`src/rtl/i2s_tx_if.sv`:
```
// i2s_tx_if: sample handshake and I2S serial lines of the I2S transmitter.
//
//   lft_chnnl / rght_chnnl : parallel left/right sample from the datapath
//   smpl_vld               : 1-clk strobe, samples valid
//   smpl_req               : 1-clk pulse, holding register consumed
//   undrflw                : 1-clk pulse, frame started without a fresh sample
//   I2S_sclk/I2S_ws/I2S_data : serial bit clock, word select, serial data
//
// Modport "master" is the transmitter itself (it is the I2S clock master and
// consumes samples); "slave" is the sample source / serial-line observer.
interface i2s_tx_if #(
    parameter int unsigned DATA_W = 24
) ();
    logic [DATA_W-1:0] lft_chnnl;
    logic [DATA_W-1:0] rght_chnnl;
    logic              smpl_vld;
    logic              smpl_req;
    logic              undrflw;
    logic              I2S_sclk;
    logic              I2S_ws;
    logic              I2S_data;

    modport master (
        input  lft_chnnl,
        input  rght_chnnl,
        input  smpl_vld,
        output smpl_req,
        output undrflw,
        output I2S_sclk,
        output I2S_ws,
        output I2S_data
    );

    modport slave (
        output lft_chnnl,
        output rght_chnnl,
        output smpl_vld,
        input  smpl_req,
        input  undrflw,
        input  I2S_sclk,
        input  I2S_ws,
        input  I2S_data
    );
endinterface

```
`src/rtl/i2s_tx.sv`:
```
// i2s_tx: I2S master transmitter.
//
// Takes parallel DATA_W-bit left/right samples through a holding register and
// serialises them: WS low = left, MSB first, one SCLK delay after each WS edge,
// data launched on SCLK fall. Each slot is SLOT_BITS SCLK periods; unused
// trailing positions are zero.
//
// Ports:
//   clk  : system clock
//   rst  : synchronous active-high reset
//   bus  : i2s_tx_if.master -- sample handshake (lft_chnnl, rght_chnnl,
//          smpl_vld in; smpl_req, undrflw out) and serial lines
//          (I2S_sclk, I2S_ws, I2S_data out)
//
// Parameters: HALF_PER >= 2 clk cycles per SCLK half period,
//             DATA_W sample width, SLOT_BITS >= DATA_W.
module i2s_tx #(
    parameter int unsigned HALF_PER  = 16,
    parameter int unsigned DATA_W    = 24,
    parameter int unsigned SLOT_BITS = 24
) (
    input  logic     clk,
    input  logic     rst,
    i2s_tx_if.master bus
);

    localparam int unsigned FRAME = 2 * SLOT_BITS;
    localparam int unsigned PW    = $clog2(FRAME);
    localparam int unsigned DW    = $clog2(HALF_PER);
    localparam int unsigned IW    = (DATA_W > 1) ? $clog2(DATA_W) : 1;

    localparam logic [DW-1:0] DivLast = DW'(HALF_PER - 1);
    localparam logic [PW-1:0] PosLast = PW'(FRAME - 1);
    localparam logic [PW-1:0] PosWs   = PW'(SLOT_BITS);

    // Divider and serial state
    logic [DW-1:0]     div_q, div_d;
    logic              sclk_q, sclk_d;
    logic [PW-1:0]     p_q, p_d;
    logic              ws_q, ws_d;
    logic              data_q, data_d;

    // Sample path
    logic [DATA_W-1:0] hold_l_q, hold_l_d;
    logic [DATA_W-1:0] hold_r_q, hold_r_d;
    logic [DATA_W-1:0] tx_l_q, tx_l_d;
    logic [DATA_W-1:0] tx_r_q, tx_r_d;
    logic              hold_full_q, hold_full_d;
    logic              armed_q, armed_d;
    logic              req_q, req_d;
    logic              undr_q, undr_d;

    // Events
    logic              div_wrap;
    logic              fall_ev;
    logic              snap;
    logic [PW-1:0]     p_nxt;
    logic              bit_nxt;
    int unsigned       pos;

    always_comb begin
        div_wrap = (div_q == DivLast);
        fall_ev  = div_wrap & sclk_q;
        p_nxt    = (p_q == PosLast) ? '0 : p_q + 1'b1;
        snap     = fall_ev & (p_nxt == '0);
    end

    // Serial bit for the position being entered. Position 0 is treated as
    // FRAME so that, when DATA_W == SLOT_BITS, the right LSB lands there. It is
    // read from tx_r_q before the snapshot in the same clk replaces it.
    always_comb begin
        pos     = (p_nxt == '0) ? FRAME : 32'(p_nxt);
        bit_nxt = 1'b0;
        if (pos >= 1 && pos <= DATA_W) begin
            bit_nxt = tx_l_q[IW'(DATA_W - pos)];
        end else if (pos > SLOT_BITS && pos <= SLOT_BITS + DATA_W) begin
            bit_nxt = tx_r_q[IW'(SLOT_BITS + DATA_W - pos)];
        end
    end

    always_comb begin
        div_d       = div_wrap ? '0 : div_q + 1'b1;
        sclk_d      = sclk_q ^ div_wrap;
        p_d         = p_q;
        ws_d        = ws_q;
        data_d      = data_q;
        hold_l_d    = hold_l_q;
        hold_r_d    = hold_r_q;
        tx_l_d      = tx_l_q;
        tx_r_d      = tx_r_q;
        hold_full_d = hold_full_q;
        armed_d     = armed_q;
        req_d       = 1'b0;
        undr_d      = 1'b0;

        if (fall_ev) begin
            p_d    = p_nxt;
            ws_d   = (p_nxt >= PosWs);
            data_d = bit_nxt;
        end

        if (snap) begin
            req_d       = 1'b1;
            hold_full_d = 1'b0;
            if (bus.smpl_vld) begin
                // Bypass: the strobed sample goes straight out; it also becomes
                // the value repeated on a later underflow.
                tx_l_d   = bus.lft_chnnl;
                tx_r_d   = bus.rght_chnnl;
                hold_l_d = bus.lft_chnnl;
                hold_r_d = bus.rght_chnnl;
                armed_d  = 1'b1;
            end else begin
                // Holding register keeps its value, so an underflow repeats it.
                tx_l_d = hold_l_q;
                tx_r_d = hold_r_q;
                undr_d = ~hold_full_q & armed_q;
            end
        end else if (bus.smpl_vld) begin
            hold_l_d    = bus.lft_chnnl;
            hold_r_d    = bus.rght_chnnl;
            hold_full_d = 1'b1;
            armed_d     = 1'b1;
        end
    end

    always_ff @(posedge clk) begin
        if (rst) begin
            div_q       <= '0;
            sclk_q      <= 1'b0;
            p_q         <= PosLast;
            ws_q        <= 1'b1;
            data_q      <= 1'b0;
            hold_l_q    <= '0;
            hold_r_q    <= '0;
            tx_l_q      <= '0;
            tx_r_q      <= '0;
            hold_full_q <= 1'b0;
            armed_q     <= 1'b0;
            req_q       <= 1'b0;
            undr_q      <= 1'b0;
        end else begin
            div_q       <= div_d;
            sclk_q      <= sclk_d;
            p_q         <= p_d;
            ws_q        <= ws_d;
            data_q      <= data_d;
            hold_l_q    <= hold_l_d;
            hold_r_q    <= hold_r_d;
            tx_l_q      <= tx_l_d;
            tx_r_q      <= tx_r_d;
            hold_full_q <= hold_full_d;
            armed_q     <= armed_d;
            req_q       <= req_d;
            undr_q      <= undr_d;
        end
    end

    assign bus.I2S_sclk = sclk_q;
    assign bus.I2S_ws   = ws_q;
    assign bus.I2S_data = data_q;
    assign bus.smpl_req = req_q;
    assign bus.undrflw  = undr_q;

endmodule

```
`src/flat_wrapper.sv`:
```
// flat-port wrapper written by rule: the top's interface ports become plain ports
module i2s_tx_flat 
#(
    parameter int unsigned HALF_PER  = 16,
    parameter int unsigned DATA_W    = 24,
    parameter int unsigned SLOT_BITS = 24
)
  (clk, rst, bus_lft_chnnl, bus_rght_chnnl, bus_smpl_vld, bus_smpl_req, bus_undrflw, bus_I2S_sclk, bus_I2S_ws, bus_I2S_data);
  i2s_tx_if #(.DATA_W(DATA_W)) bus_i ();
  input  logic clk;
  input  logic rst;
  input wire logic [$bits(bus_i.lft_chnnl)-1:0] bus_lft_chnnl;
  input wire logic [$bits(bus_i.rght_chnnl)-1:0] bus_rght_chnnl;
  input wire logic [$bits(bus_i.smpl_vld)-1:0] bus_smpl_vld;
  output wire logic [$bits(bus_i.smpl_req)-1:0] bus_smpl_req;
  output wire logic [$bits(bus_i.undrflw)-1:0] bus_undrflw;
  output wire logic [$bits(bus_i.I2S_sclk)-1:0] bus_I2S_sclk;
  output wire logic [$bits(bus_i.I2S_ws)-1:0] bus_I2S_ws;
  output wire logic [$bits(bus_i.I2S_data)-1:0] bus_I2S_data;
  assign bus_i.lft_chnnl = bus_lft_chnnl;
  assign bus_i.rght_chnnl = bus_rght_chnnl;
  assign bus_i.smpl_vld = bus_smpl_vld;
  assign bus_smpl_req = bus_i.smpl_req;
  assign bus_undrflw = bus_i.undrflw;
  assign bus_I2S_sclk = bus_i.I2S_sclk;
  assign bus_I2S_ws = bus_i.I2S_ws;
  assign bus_I2S_data = bus_i.I2S_data;
  i2s_tx #(.HALF_PER(HALF_PER), .DATA_W(DATA_W), .SLOT_BITS(SLOT_BITS)) u_core (.clk(clk), .rst(rst), .bus(bus_i));
endmodule
```
`config.mk`:
```
export PLATFORM = sky130hd
export DESIGN_NAME = i2s_tx_flat
export DESIGN_NICKNAME = d
export VERILOG_FILES = /design/src/rtl/i2s_tx_if.sv /design/src/rtl/i2s_tx.sv /design/src/flat_wrapper.sv
export SDC_FILE = /design/constraint.sdc
export NUM_CORES = 1
export LEC_CHECK = 0
export ABC_AREA = 1
export ABC_CLOCK_PERIOD_IN_PS = 2900
export CAP_MARGIN = 20
export CORE_MARGIN = 4
export CORE_UTILIZATION = 40
export DETAILED_ROUTE_END_ITERATION = 12
export PLACE_DENSITY_LB_ADDON = 0.12
export RECOVER_POWER = 25
export SLEW_MARGIN = 20
export SYNTH_ARGS = -nofsm -noshare
export SYNTH_HDL_FRONTEND = slang
export SYNTH_SLANG_ARGS = --single-unit
```
`constraint.sdc`:
```
create_clock -name clk -period 2.9 [get_ports clk]
set_input_delay 0.435 -clock clk [delete_from_list [all_inputs] [get_ports clk]]
set_output_delay 0.435 -clock clk [all_outputs]
set_load 0.02 [all_outputs]
```
==> results_dict.tcl, run 1 <==
set metrics [dict create \
    status "finished, violations left" \
    violations "capacitance limit, slew limit" \
    drt_first_iter_violations 197 \
    grt_overflow_total 0 \
    cts.path.max_buffers 2 \
    yosys.area_share.adder 0.0133 \
    rsz0062_at_grt "false" \
    numCtsBuffers 17 \
    r2r_start "u_core.div_q[0]" \
    crit_end "u_core.bus.undrflw" \
    nets 655 \
    synth_flop_cell "dfxtp_1" \
    peakVddDrop_mv 0.464 \
    critPathRequiredTime_ns 3.21 \
    syn_nets 605 \
    yosysUniqueCellTypes 36 \
    max-cap-violations 1 \
    path_class "reg -> reg" \
    busiest_layer "met2" \
    worst_pin_slew_ns 1.80 \
    synth_top_family_by_area "simple AND/OR/NAND/NOR gates" \
    insertion_delay_ns 0.41 \
    layout_commonest_cell "dfxtp_1" \
    placed_cell_area_um2 5340 \
    clock-sinks 113 \
    grtUsageMet1 0.209 \
    setup_tns_ns 0 \
    die_area_um2 13600 \
    detail-route-antenna-nets 0 \
    synth-xor-area-share 0.00559 \
    hpwl_um 6950 \
    root_buffer "clkbuf_16" \
    leakage_nw 2.46 \
    synth_seq_area_share 0.481 \
    grt_pass1_vias 3681 \
    yosys-mux-area-fraction 0.102 \
    synthTopCellsByArea "dfxtp_1 48%, mux2i_1 10%, nand3_1 5.7%" \
    syn-cell-area_um2 4700 \
    num_antenna_cells 0 \
    path_max_fanout 49 \
    startpoint "u_core.div_q[0]" \
    slew_viol_final 21 \
    floorplan.rows 39 \
    drt_first_pass_iters 4 \
    use_met3 0.0523 \
    fin_skew_ns 0.0123 \
    dp_slack_ns 0.297 \
    die_h_um 116 \
    clock.fmax_mhz 389 \
    finalInstanceArea_um2 5980 \
    synthCells 549 \
    drc_errors 0 \
    cts-hold-fix-buffers 0 \
    yosys.area_share.simple 0.203 \
    syn_avg_cell_area_um2 8.56 \
    reg2reg_to "u_core.bus.undrflw" \
    min_period_ns 2.57 \
    async_reset_ff_frac 0 \
    regToRegSetupSlack_ns 0.33 \
    place_congestion 0.840 \
    h-tree-depth 4 \
    layout-drive-gt1-share 0.113 \
    final_cell_mix "113 x dfxtp_1, 71 x nor2_1, 68 x nand2_1" \
    port_buffers 55 \
    area_growth_pct 27.2 \
    synth-edff-count 0 \
    grt_max_degree 56 \
    vias 3751 \
    synth_compound_area_frac 0.121 \
    die_x_um 116 \
    routed_wl_um 10500 \
    cp-end-kind "flop" \
    grt_pass1_wl_um 17500 \
    cp_data_arrival_time_ns 2.88 \
    yosysTopAreaCellShare 0.481 \
    power.total_mw 4.04 \
    start_util 0.410 \
    reg2reg_depth 11 \
    slew_headroom -0.201 \
    min_from "u_core.hold_full_q" \
    setup_slack_ns 0.330 \
    clkTransAtPathRegs_ns 0.05 \
    fin_crit_sh 0.886 \
    synth.largest_area_cell "dfxtp_1" \
    routed_via_density 4.97 \
    use_met2 0.265 \
    finalHoldViolations 0 \
    synth-seq-cells 113 \
    min_path_type "reg -> reg" \
    powerDensity_nw_per_um2 675 \
    cts_tree "done" \
    yosysWarnings 0 \
    startpoint_type "flop" \
    core_um2 11500 \
    grt_use_total 0.166 \
    antenna_found_initial 0 \
    setup_viol 0 \
    wl_per_cell_um 13.9 \
    io_pins 56 \
]
==> layout make-up <==
cell class,instances,area (um^2)
Inverter,47,176
Multi-Input combinational cell,358,2100
Clock inverter,7,121
Fill cell,1083,5490
Clock buffer,24,522
Sequential cell,113,2260
Timing Repair Buffer,62,624
Tap cell,143,179
==> synthesized netlist by cell type, types with 6 or more instances <==
cell type  instances
nand2_1           68
nand3_1           54
nor2_1            71
mux2i_1           48
o21ai_0           38
o211ai_1           9
buf_1              6
o22ai_2           10
buf_2              7
a21oi_1           12
dfxtp_1          113
o22ai_1           11
clkbuf_1           9
inv_1             39
==> cell families after synthesis <==
| kind of cell | Yosys count |
|---|---|
| simple gates | 214 |
| flops | 113 |
| xor+xnor | 3 |
| buf+inv | 78 |
| compound gates | 88 |
| fa+ha+maj | 5 |
| mux | 48 |
==> through the flow <==
stage                      util  hold WS, ns  cells
after global placement    0.466        0.414    723
after detailed placement  0.466        0.429    723
final                     0.522        0.430    754
after floorplan               -        0.398    549
after global routing      0.522        0.450    754
after CTS                 0.522        0.436    754
==> critical path, stage by stage (launching register included) <==
cell and delay (ns):
dfxtp_1 0.35, ha_1 0.17, nand2_1 0.08, nor2_1 0.13, ha_1 0.37, clkinv_1 0.34
nor2_2 0.19, inv_2 0.23, nor2_4 0.16, inv_2 0.05, buf_12 0.17, nor4_1 0.20
==> sequential cells by signal (all words and copies together), names as in the netlist, 4 cells and up <==
register / cells
u_core.hold_l_q: 24
u_core.hold_r_q: 24
u_core.tx_l_q: 24
u_core.tx_r_q: 24
u_core.p_q: 6
u_core.div_q: 4
==> routing by layer <==
metal | up-vias | part of all wire
met4 | 0 | 0.014
met3 | 10 | 0.029
met5 | - | 0
met2 | 54 | 0.49
met1 | 1751 | 0.47
li1 | 1936 | -
==> where the power goes <==
group	switching [mW]	leakage [nW]	internal [mW]
Combinational	0.101	1.23	0.112
Clock	0.708	0.307	1.51
Sequential	0.0121	0.921	1.60
==> timing repair <==
item,4_1_cts,5_1_grt
resized for setup,0,1
setup endpoints to repair,0,1
buffers inserted,0,0
==> worst min-delay path by stage <==
stage	to	slack, ns	cells past startpoint
final	u_core.bus.undrflw	0.43	1
after global routing	u_core.bus.undrflw	0.45	1
after CTS	u_core.bus.undrflw	0.44	1
after detailed placement	u_core.bus.undrflw	0.43	1
after global placement	u_core.bus.undrflw	0.41	1
after floorplan	u_core.bus.undrflw	0.40	1
No activity file was read; power rests on OpenSTA's default activity.
==> inputs of run 2 (changes only) <==
--- a/config.mk
+++ b/config.mk
@@ -8,6 +8,8 @@
 export ABC_AREA = 1
 export ABC_CLOCK_PERIOD_IN_PS = 2900
 export CAP_MARGIN = 20
+export CELL_PAD_IN_SITES_DETAIL_PLACEMENT = 0
+export CELL_PAD_IN_SITES_GLOBAL_PLACEMENT = 1
 export CORE_MARGIN = 4
 export CORE_UTILIZATION = 40
 export DETAILED_ROUTE_END_ITERATION = 12
==> run 2 against run 1 <==
The flow now finishes without violations; final area down 1.5%; clock power shrank 9.5%; setup slack gained 0.010 ns; critical path depth is 7 lower; critical endpoint is now u_core.tx_r_q[20]; largest cell class unchanged.
==> results_dict.tcl, run 2 (synthesis results as in run 1) <==
set metrics [dict create \
    status "finished clean" \
    grt_use_total 0.169 \
    cts_tree "done" \
    clkTransAtPathRegs_ns 0.05 \
    rsz0062_at_grt "false" \
    drt_first_iter_violations 147 \
    insertion_delay_ns 0.41 \
    min_path_type "reg -> reg" \
    cts.repair.resized 0 \
    antenna_found_initial 0 \
    detail-route-antenna-nets 0 \
    vias 3739 \
    dp_cells 723 \
    max-cap-violations 0 \
    path_class "in -> reg" \
    stdcell_count 755 \
    critPathRequiredTime_ns 3.19 \
    path_max_fanout 33 \
    wl_per_cell_um 13.5 \
    reg2reg_to "u_core.bus.undrflw" \
    root_buffer "clkbuf_16" \
    setup_slack_ns 0.340 \
    grt_overflow_total 0 \
    io_pins 56 \
    drt_first_pass_iters 4 \
    hold-path-endpoint "u_core.bus.undrflw" \
    layout-drive-gt1-share 0.114 \
    peakVddDrop_mv 0.624 \
    fin_crit_sh 0.883 \
    floorplan.rows 39 \
    slew_viol_final 0 \
    cts.path.max_buffers 2 \
    area_growth_pct 25.3 \
    setup_viol 0 \
    h-tree-depth 4 \
    nets 655 \
    reg2reg_depth 11 \
    fin_util 0.514 \
    finalHoldViolations 0 \
    clock.fmax_mhz 391 \
    die_h_um 116 \
    regToRegSetupSlack_ns 0.37 \
    clock-sinks 113 \
    routed_via_density 4.95 \
    drc_errors 0 \
    leakage_nw 2.44 \
    layout_commonest_cell "dfxtp_1" \
    startpoint_type "input port" \
    worst_pin_slew_ns 1.29 \
    powerDensity_nw_per_um2 650 \
    numCtsBuffers 17 \
    routed_wl_um 10200 \
    start_util 0.410 \
    r2r_start "u_core.div_q[0]" \
    setup_tns_ns 0 \
    cts_setup_buffers 0 \
    num_antenna_cells 0 \
    cts-hold-fix-buffers 0 \
    nFillCells 1105 \
    die_area_um2 13600 \
    die_x_um 116 \
    core_um2 11500 \
    grt_max_degree 50 \
    place_congestion 0.837 \
    dp_slack_ns 0.364 \
    slew_headroom 0.142 \
    final_cell_mix "113 x dfxtp_1, 71 x nor2_1, 68 x nand2_1" \
    fin_skew_ns 0.00739 \
    min_period_ns 2.56 \
    worstHoldPathCells 1 \
    port_buffers 55 \
    hpwl_um 7070 \
    cp-end-kind "flop" \
    grt_pass1_vias 3682 \
    min_from "u_core.hold_full_q" \
    grt_pass1_wl_um 17800 \
    cp_data_arrival_time_ns 2.85 \
]
-- run 2: cell count changes in the layout (fill, tap and decap cells not counted), sizes merged --
cell,change
clkinv,+5
clkbuf,-3
buf,+1
bufinv,-1
clkinvlp,-1
-- run 2: power breakdown --
| part | internal (mW) | switching [mW] | total (mW) |
|---|---|---|---|
| Clock | 1.32 | 0.692 | 2.01 |
| Sequential | 1.60 | 0.0124 | 1.61 |
| Combinational | 0.108 | 0.0978 | 0.206 |
| Total | 3.03 | 0.802 | 3.83 |
-- run 2: area by class of cell --
type | count | area, um^2 | area share
inverters | 47 | 176 | 0.0299
repair buffers | 62 | 602 | 0.102
clock buffers | 22 | 474 | 0.0805
multi-input cells | 358 | 2090 | 0.355
well taps | 143 | 179 | 0.0304
flip-flops and latches | 113 | 2260 | 0.384
clock inverters | 10 | 109 | 0.0185
-- run 2: metrics by stage --
step	power, mW	hold slack (ns)	cell area [um^2]
detailed placement	1.85	0.426	5330
CTS	3.89	0.435	5910
global route	4.00	0.459	5890
floorplan	1.76	0.398	4700
finish	3.83	0.428	5890
global placement	1.85	0.416	5330
-- run 2: worst max path at each step --
stage                                from                   to  slack, ns  cells past startpoint
after floorplan             u_core.p_q[0]  u_core.bus.I2S_data       0.57                     16
after global routing      u_core.div_q[0]   u_core.bus.undrflw       0.08                     11
after CTS                 u_core.div_q[0]   u_core.bus.undrflw       0.35                     11
after global placement    u_core.div_q[0]   u_core.bus.undrflw       0.39                     11
final                        bus_smpl_vld    u_core.tx_r_q[20]       0.34                      4
after detailed placement  u_core.div_q[0]   u_core.bus.undrflw       0.36                     11
-- run 2: layer usage --
| metal | share of wire | routed length, um | GRT usage | vias to the layer above |
|---|---|---|---|---|
| li1 | - | - | - | 1946 |
| met1 | 0.49 | 5000 | 0.216 | 1718 |
| met2 | 0.46 | 4650 | 0.259 | 64 |
| met3 | 0.041 | 419 | 0.0617 | 11 |
| met4 | 0.013 | 128 | 0.0696 | 0 |
| met5 | 0 | 0 | 0 | - |
-- run 2: critical path: stages --
cell	delay [ns]
clkbuf_1	0.92
clkbuf_2	0.95
mux2i_1	0.39
o21ai_0	0.14
==> inputs of run 3 (changes only) <==
--- a/config.mk
+++ b/config.mk
@@ -13,6 +13,7 @@
 export CORE_MARGIN = 4
 export CORE_UTILIZATION = 40
 export DETAILED_ROUTE_END_ITERATION = 12
+export DONT_BUFFER_PORTS = 1
 export PLACE_DENSITY_LB_ADDON = 0.12
 export RECOVER_POWER = 25
 export SLEW_MARGIN = 20
==> run 3 against run 2 <==
Total power down 5.7%; maximum frequency is 1.0% higher; critical path depth rose by 7; critical path type is now reg -> reg; combinational power is 49% lower; die area unchanged; worst hold slack worse by 0.33 ns; count of clock-buffer cells in the layout fell by 4; register-to-register slack is essentially flat; sequential share of layout area increased by 4.2 points; clock skew is 0.0012 ns higher; utilization shrank 5.1 points.
==> results_dict.tcl, run 3 (synthesis results as in run 1) <==
set metrics [dict create \
    stdcell_count 699 \
    fin_crit_sh 0.874 \
    cp_cell_sequence "ha_1 -> nand2_1 -> nor2_1 -> ha_1 -> clkinv_1 -> nor2_2 -> inv_2 -> nor2_4 -> inv_2 -> buf_12 -> nor4_1" \
    worstSetupPathDepth 11 \
    r2r_start "u_core.div_q[0]" \
    routed_wl_um 10200 \
    h-tree-depth 4 \
    insertion_delay_ns 0.41 \
    multi_input_area_um2 2090 \
    cts_tree "done" \
    max-cap-violations 0 \
    path_max_fanout 27 \
    final_cell_mix "113 x dfxtp_1, 71 x nor2_1, 68 x nand2_1" \
    grt_use_total 0.167 \
    status "finished clean" \
    start_util 0.410 \
    clock.fmax_mhz 395 \
    critPathRequiredTime_ns 3.20 \
    io_pins 56 \
    dp_cells 667 \
    crit_path_top_delay_cell "ha_1" \
    worst_pin_slew_ns 0.619 \
    holdWs_ns 0.0933 \
    setup_viol 0 \
    crit_end "u_core.bus.undrflw" \
    seq_area_um2 2260 \
    wl_per_cell_um 14.7 \
    nFillCells 1135 \
    area_growth_pct 13.0 \
    slew_viol_final 0 \
    powerDensity_nw_per_um2 680 \
    grt_pass1_wl_um 17500 \
    reg2reg_depth 11 \
    drc_errors 0 \
    die_x_um 116 \
    startpoint "u_core.div_q[0]" \
    cts_setup_buffers 0 \
    grt_overflow_total 0 \
    num_antenna_cells 0 \
    slew_headroom 0.586 \
    min_path_type "in -> reg" \
    antenna_found_initial 0 \
    hpwl_um 7060 \
    layout-drive-gt1-share 0.124 \
    reg2reg_to "u_core.bus.undrflw" \
    peakVddDrop_mv 0.551 \
    critPathTopFamily "buffers and inverters" \
    numCtsBuffers 17 \
    max_stage_delay_ns 0.37 \
    port_buffers 0 \
    core_um2 11500 \
    worst-path-buf-inv 4 \
    finalHoldViolations 0 \
    cp-end-kind "flop" \
    die_h_um 116 \
    layout_commonest_cell "dfxtp_1" \
    leakage_nw 2.20 \
    min_period_ns 2.53 \
    clkTransAtPathRegs_ns 0.05 \
    routed_via_density 5.08 \
    path_class "reg -> reg" \
    grt_pass1_vias 3576 \
    cts.repair.resized 0 \
    vias 3553 \
    cp_data_arrival_time_ns 2.84 \
    drt_first_pass_iters 4 \
    detail-route-antenna-nets 0 \
    nets 599 \
    setup_tns_ns 0 \
    drt_first_iter_violations 137 \
    grt_max_degree 57 \
    cts.path.max_buffers 2 \
    fin_skew_ns 0.00859 \
    cts-hold-fix-buffers 0 \
    floorplan.rows 39 \
    root_buffer "clkbuf_16" \
    startpoint_type "flop" \
    die_area_um2 13600 \
    place_congestion 0.823 \
    clock-sinks 113 \
    rsz0062_at_grt "false" \
    regToRegSetupSlack_ns 0.37 \
]
==> run 3: worst min-delay path by stage <==
stage	start	endpoint	slack [ns]	cells after the start
4_1_cts	rst	u_core.hold_r_q[8]	0.07	1
6_report	rst	u_core.hold_r_q[11]	0.09	1
2_1_floorplan	u_core.hold_full_q	u_core.bus.undrflw	0.40	1
3_3_place_gp	u_core.hold_full_q	u_core.bus.undrflw	0.42	1
5_1_grt	rst	u_core.hold_r_q[8]	0.07	1
3_5_place_dp	u_core.hold_full_q	u_core.bus.undrflw	0.43	1
==> run 3: where the power goes <==
| part | internal [mW] | switching, mW | leakage (nW) | total [mW] |
|---|---|---|---|---|
| registers | 1.60 | 0.0122 | 0.921 | 1.61 |
| clock network | 1.17 | 0.727 | 0.266 | 1.90 |
| logic | 0.0479 | 0.0570 | 1.01 | 0.105 |
| total | 2.82 | 0.796 | 2.20 | 3.61 |
==> run 3: final cells by class <==
cell class,count,share of cell area
inverters,47,0.0332
well taps,143,0.0337
clock inverters,14,0.0221
clock buffers,18,0.0808
multi-input cells,358,0.394
repair buffers,6,0.0108
flip-flops and latches,113,0.426
==> run 3: worst reg2reg max path, stage by stage (launching register included) <==
cell and delay [ns]:
dfxtp_1 0.34, ha_1 0.17, nand2_1 0.08, nor2_1 0.10, ha_1 0.37, clkinv_1 0.37, nor2_2 0.20, inv_2 0.07
nor2_4 0.09, inv_2 0.17, buf_12 0.23, nor4_1 0.22
==> run 3: metrics by stage <==
| step | total power [mW] | setup WS, ns | utilization | instance area [um^2] |
|---|---|---|---|---|
| 4_1_cts | 3.66 | 0.309 | 0.463 | 5310 |
| 6_report | 3.61 | 0.366 | 0.463 | 5310 |
| 2_1_floorplan | 1.76 | 0.568 | - | 4700 |
| 3_5_place_dp | 1.75 | 0.331 | 0.416 | 4770 |
| 3_3_place_gp | 1.75 | 0.369 | 0.416 | 4770 |
| 5_1_grt | 3.76 | 0.0517 | 0.463 | 5310 |
==> run 3: per-layer routing <==
metal	up-vias	wire length, um	global-route usage
met2	55	4700	0.262
met3	14	465	0.0684
met4	0	128	0.0650
li1	1830	-	-
met1	1654	4950	0.205
met5	-	0	0
